--- src/rtl/morse_symbol_ctrl.sv ---
`default_nettype none
// ============================================================================
// Module   : morse_symbol_ctrl
// Brief    : Times Morse key presses and releases, classifies each press as a
//            dot or a dash, drives the symbol shift register, and reports
//            completed letters and word gaps.
// Revision : 1.0 - initial release
// ============================================================================
module morse_symbol_ctrl #(
  parameter int N          = 5,
  parameter int CW         = 8,
  parameter int MIN_PRESS  = 1,
  parameter int DOT_MAX    = 3,
  parameter int LETTER_GAP = 3,
  parameter int WORD_GAP   = 7
) (
  input  logic                     clk,
  input  logic                     reset_n,
  input  logic                     tick,
  input  logic                     key,
  output logic                     shift,
  output logic                     SI,
  output logic                     letter_valid,
  output logic [$clog2(N+1)-1:0]   letter_len,
  output logic                     letter_err,
  output logic                     word_gap
);

  localparam int LW = $clog2(N+1);

  localparam logic [1:0] c_st_idle  = 2'd0;
  localparam logic [1:0] c_st_press = 2'd1;
  localparam logic [1:0] c_st_gap   = 2'd2;

  localparam logic [CW-1:0] c_cnt_max    = {CW{1'b1}};
  localparam logic [CW-1:0] c_min_press  = CW'(MIN_PRESS);
  localparam logic [CW-1:0] c_dot_max    = CW'(DOT_MAX);
  // Gap thresholds are compared against gap_cnt+1, which needs one extra bit
  // so a saturated counter never wraps onto a small threshold.
  localparam logic [CW:0]   c_letter_gap = (CW+1)'(LETTER_GAP);
  localparam logic [CW:0]   c_word_gap   = (CW+1)'(WORD_GAP);
  localparam logic [LW-1:0] c_sym_max    = LW'(N);

  logic [1:0]    state_q, state_d;
  logic [CW-1:0] dur_cnt_q, dur_cnt_d;
  logic [CW-1:0] gap_cnt_q, gap_cnt_d;
  logic [LW-1:0] sym_cnt_q, sym_cnt_d;
  logic          ovf_q, ovf_d;
  logic          armed_q, armed_d;

  logic          shift_q, shift_d;
  logic          si_q, si_d;
  logic          letter_valid_q, letter_valid_d;
  logic [LW-1:0] letter_len_q, letter_len_d;
  logic          letter_err_q, letter_err_d;
  logic          word_gap_q, word_gap_d;

  logic [CW-1:0] w_dur_inc;
  logic [CW-1:0] w_gap_inc;
  logic [CW:0]   w_gap_plus1;

  assign w_dur_inc   = (dur_cnt_q == c_cnt_max) ? dur_cnt_q : dur_cnt_q + 1'b1;
  assign w_gap_inc   = (gap_cnt_q == c_cnt_max) ? gap_cnt_q : gap_cnt_q + 1'b1;
  assign w_gap_plus1 = {1'b0, gap_cnt_q} + 1'b1;

  // Next-state logic: a key edge always takes priority over a tick in the
  // same cycle, so that tick is dropped rather than counted.
  always_comb begin
    state_d        = state_q;
    dur_cnt_d      = dur_cnt_q;
    gap_cnt_d      = gap_cnt_q;
    sym_cnt_d      = sym_cnt_q;
    ovf_d          = ovf_q;
    armed_d        = armed_q;
    shift_d        = 1'b0;
    si_d           = si_q;
    letter_valid_d = 1'b0;
    letter_len_d   = letter_len_q;
    letter_err_d   = letter_err_q;
    word_gap_d     = 1'b0;

    case (state_q)
      c_st_idle: begin
        if (key) begin
          state_d   = c_st_press;
          dur_cnt_d = '0;
          armed_d   = 1'b0;
        end else if (tick) begin
          // gap_cnt keeps running from the last release of the letter.
          gap_cnt_d = w_gap_inc;
          if (armed_q && (w_gap_plus1 == c_word_gap)) begin
            word_gap_d = 1'b1;
            armed_d    = 1'b0;
          end
        end
      end

      c_st_press: begin
        if (!key) begin
          gap_cnt_d = '0;
          if (dur_cnt_q < c_min_press) begin
            // Glitch: drop it, resume whatever was going on before.
            state_d = (sym_cnt_q != '0) ? c_st_gap : c_st_idle;
          end else begin
            state_d = c_st_gap;
            if (sym_cnt_q < c_sym_max) begin
              shift_d   = 1'b1;
              si_d      = (dur_cnt_q >= c_dot_max);
              sym_cnt_d = sym_cnt_q + 1'b1;
            end else begin
              // Register already full: keep the first N symbols, flag it.
              ovf_d = 1'b1;
            end
          end
        end else if (tick) begin
          dur_cnt_d = w_dur_inc;
        end
      end

      c_st_gap: begin
        if (key) begin
          state_d   = c_st_press;
          dur_cnt_d = '0;
        end else if (tick) begin
          gap_cnt_d = w_gap_inc;
          if (w_gap_plus1 == c_letter_gap) begin
            letter_valid_d = 1'b1;
            letter_len_d   = sym_cnt_q;
            letter_err_d   = ovf_q;
            sym_cnt_d      = '0;
            ovf_d          = 1'b0;
            armed_d        = 1'b1;
            state_d        = c_st_idle;
          end
        end
      end

      default: begin
        state_d = c_st_idle;
      end
    endcase
  end

  // State and output registers; reset aborts any letter in progress.
  always_ff @(posedge clk or negedge reset_n) begin
    if (!reset_n) begin
      state_q        <= c_st_idle;
      dur_cnt_q      <= '0;
      gap_cnt_q      <= '0;
      sym_cnt_q      <= '0;
      ovf_q          <= 1'b0;
      armed_q        <= 1'b0;
      shift_q        <= 1'b0;
      si_q           <= 1'b0;
      letter_valid_q <= 1'b0;
      letter_len_q   <= '0;
      letter_err_q   <= 1'b0;
      word_gap_q     <= 1'b0;
    end else begin
      state_q        <= state_d;
      dur_cnt_q      <= dur_cnt_d;
      gap_cnt_q      <= gap_cnt_d;
      sym_cnt_q      <= sym_cnt_d;
      ovf_q          <= ovf_d;
      armed_q        <= armed_d;
      shift_q        <= shift_d;
      si_q           <= si_d;
      letter_valid_q <= letter_valid_d;
      letter_len_q   <= letter_len_d;
      letter_err_q   <= letter_err_d;
      word_gap_q     <= word_gap_d;
    end
  end

  assign shift        = shift_q;
  assign SI           = si_q;
  assign letter_valid = letter_valid_q;
  assign letter_len   = letter_len_q;
  assign letter_err   = letter_err_q;
  assign word_gap     = word_gap_q;

endmodule
`default_nettype wire

--- config.mk ---
export PLATFORM = sky130hd
export DESIGN_NAME = morse_symbol_ctrl
export DESIGN_NICKNAME = d
export VERILOG_FILES = /design/src/rtl/morse_symbol_ctrl.sv
export SDC_FILE = /design/constraint.sdc
export NUM_CORES = 1
export LEC_CHECK = 0
export BUFFER_PORTS_ARGS = -buffer_cell sky130_fd_sc_hd__buf_2
export CAP_MARGIN = 20
export CORE_MARGIN = 2
export CORE_UTILIZATION = 51
export DETAILED_ROUTE_END_ITERATION = 10
export PLACE_DENSITY = 0.69
export SLEW_MARGIN = 20
export SYNTH_ARGS = -nofsm -noshare
export SYNTH_HDL_FRONTEND = slang
export SYNTH_SLANG_ARGS = --single-unit
--- constraint.sdc ---
create_clock -name clk -period 4.72 [get_ports clk]
set_clock_uncertainty 0.15 [all_clocks]
set_input_delay 0.944 -clock clk [delete_from_list [all_inputs] [get_ports clk]]
set_output_delay 0.944 -clock clk [all_outputs]
set_load 0.005 [all_outputs]
==> impl_metrics.json <==
{
  "postCtsHoldBufs": 0,
  "wl_microns": 3530,
  "async_flop_share_pct": 100,
  "cp_data_arrival_time_ns": 2.38,
  "worstHoldPathType": "flop to flop",
  "synthToLayoutAreaGrowth_pct": 7.63,
  "place.gp.congestion": 0.786,
  "p_comb_share_pct": 26.2,
  "grt_max_degree": 32,
  "ant_nets": 0,
  "swShare_pct": 35.6,
  "max_freq_mhz": 434,
  "tns_ns": 0,
  "gr-total-overflow": 0,
  "hold_viol": 0,
  "cts_setup_buffers": 0,
  "cp.required_ns": 4.80,
  "yosys.area.top_type": "dfrtp_1",
  "path_cells": "ha_1, nand2_1, mux2i_1, o22ai_2, and4b_1, mux2_4",
  "route.detailed.drc": 0,
  "path_max_fanout": 9,
  "setup_viol": 0,
  "period_minus_slack_ns": 2.30,
  "wl_per_cell_microns": 13.9,
  "portBuffers": 11,
  "clkTransAtPathRegs_ns": 0.10,
  "status": "complete, no violations",
  "worstSetupPathType": "flop to flop",
  "grtUsageTotal_pct": 19.9,
  "critPathLaunch": "gap_cnt_q[0]$_DFFE_PN0P_",
  "synth_cell_types": 48,
  "p_int_mw": 0.548,
  "synth_edf_count": 0,
  "synthesis.nets": 207,
  "rows": 21,
  "min_period_over_period_pct": 48.8,
  "via_per_inst": 5.84,
  "final_cell_area_sq_um": 1960,
  "cts_resized": 0,
  "worst_path_largest_cell_delay_ns": 0.50,
  "start_util_pct": 53.7,
  "p_clk_share_pct": 25.8,
  "ir_drop_uv": 247,
  "drtPass1Iterations": 6,
  "numClockSinks": 31,
  "synth_top_area_share_pct": 42.6,
  "die_height_microns": 63.7,
  "slew_headroom_pct": 49.0,
  "seq_area_sq_um": 776,
  "cellLeakagePower_nw": 0.874,
  "cts_tree": "yes",
  "drive_gt1_share_pct": 15.5,
  "slowest_stage": "and4b_1",
  "clk_path_buf_depth": 2,
  "syn_area_sq_um": 1820,
  "coreArea_sq_um": 3390,
  "dieArea_sq_um": 4060,
  "rr_endpoint": "letter_len[0]$_DFFE_PN0P_",
  "ys_ff_latch": 31,
  "crit_buf_inv": 0,
  "first_iter_violations": 89,
  "cp-start-kind": "flop",
  "htree_levels": 2,
  "fp.dieW_microns": 63.7,
  "drv_slew": 0,
  "drv_cap": 0,
  "multiInputGateArea_sq_um": 927,
  "synth-warning-count": 0,
  "layout_common_cells": "dfrtp_1 (31), nand2_1 (29), o21ai_0 (15), inv_1 (14)",
  "synth-main-ff-cell": "dfrtp_1",
  "grt_antenna_before_repair": 0,
  "switchingPower_mw": 0.302,
  "via_count": 1478,
  "grt_pass1_wl_microns": 6310,
  "rsz0062_at_grt": "no",
  "yosys-top-cells-area": "dfrtp_1 (43%), nand2_1 (6.0%), ha_1 (4.1%)",
  "netlist_instances": 197,
  "clockRootBuffer": "clkbuf_4",
  "worst-path-stages": 6,
  "worst_pin_slew_ns": 0.758,
  "power_density_nw_per_um2": 434,
  "path_delay_family": "simple AND/OR/NAND/NOR gates",
  "yosysSeqAreaShare_pct": 42.6,
  "final_common_cell": "dfrtp_1",
  "clkLatencyLatePin_ns": 0.34,
  "nets": 216,
  "worstRegToRegCells": 6,
  "syn_avg_cell_area_sq_um": 9.23,
  "place_area_sq_um": 1870,
  "dpl.hpwl_microns": 2580,
  "cp-end-kind": "flop",
  "nFillCells": 312,
  "n_antenna_cell": 0,
  "rr_startpoint": "gap_cnt_q[0]$_DFFE_PN0P_",
  "sequentialPowerShare_pct": 48.1,
  "ff2ff_setup_slack_ns": 2.42,
  "ios": 12,
  "cts_buffers": 5,
  "grt_pass1_vias": 1381,
  "endpoint": "letter_len[0]$_DFFE_PN0P_"
}
[cell type report]
type                            count  share of cell area, %
Multi-Input combinational cell    142                   47.3
Sequential cell                    31                   39.6
Clock buffer                        6                   2.62
Tap cell                           46                   2.94
Inverter                           15                   2.88
Clock inverter                      2                   1.79
Timing Repair Buffer               11                   2.81
[Yosys cell counts (3+ instances only)]
cell	number
dfrtp_1	31
nand2_1	29
o21ai_0	15
inv_1	14
nand3_1	11
a21oi_1	9
nor4_1	7
ha_1	6
nor2_1	6
o31ai_1	6
nor3_1	5
clkbuf_1	4
mux2_4	4
a22o_1	3
and3_1	3
nand2b_1	3
[logic make-up after synthesis]
family	synth area share, %
compound gates	18.2
fa+ha+maj	4.13
simple gates	23.0
xor+xnor	0.963
mux	4.61
flops	42.6
buf+inv	6.39
[how the worst min path moves through the flow]
stage	startpoint	to	slack [ns]	cells after the start
after global routing	letter_err$_DFFE_PN0P_	letter_err$_DFFE_PN0P_	0.40	1
after global placement	SI$_DFFE_PN0P_	SI$_DFFE_PN0P_	0.33	2
final	letter_err$_DFFE_PN0P_	letter_err$_DFFE_PN0P_	0.36	1
after detailed placement	letter_err$_DFFE_PN0P_	letter_err$_DFFE_PN0P_	0.35	1
after floorplan	SI$_DFFE_PN0P_	SI$_DFFE_PN0P_	0.32	2
after CTS	letter_err$_DFFE_PN0P_	letter_err$_DFFE_PN0P_	0.37	1
[per-layer routing]
metal / up-vias / wire (microns) / part of all wire, % / GRT usage [%]
met5: - / 0 / 0 / 0
met4: 0 / 65 / 1.8 / 6.79
met3: 10 / 162 / 4.6 / 5.89
met2: 37 / 1680 / 48 / 32.2
met1: 707 / 1620 / 46 / 25.4
li1: 724 / - / - / -
[power by group through the flow]
stage	logic, mW	clock network (mW)	registers, mW
after floorplan	0.213	0	0.373
final	0.222	0.219	0.409
after detailed placement	0.223	0	0.413
after global routing	0.260	0.236	0.422
after CTS	0.225	0.224	0.408
after global placement	0.217	0	0.409
[sequential cells by signal, indices dropped and copies added (netlist names)]
signal,count
SI,1
armed_q,1
dur_cnt_q,8
gap_cnt_q,8
letter_err,1
letter_len,3
letter_valid,1
ovf_q,1
shift,1
state_q,2
sym_cnt_q,3
word_gap,1
[stage by stage]
step	instances	total power, mW	hold WS, ns	utilization [%]	setup WS (ns)
global route	253	0.918	0.397	57.8	2.26
CTS	253	0.856	0.373	57.8	2.41
global placement	245	0.625	0.334	55.2	2.12
finish	253	0.850	0.364	57.8	2.42
detailed placement	245	0.636	0.346	55.2	2.08
floorplan	197	0.586	0.323	-	2.51
[worst reg2reg max path, stage by stage (launching register included)]
cell	delay [ns]
dfrtp_1	0.43
ha_1	0.25
nand2_1	0.10
mux2i_1	0.15
o22ai_2	0.28
and4b_1	0.50
mux2_4	0.34
(Power assumes the default switching activity.)
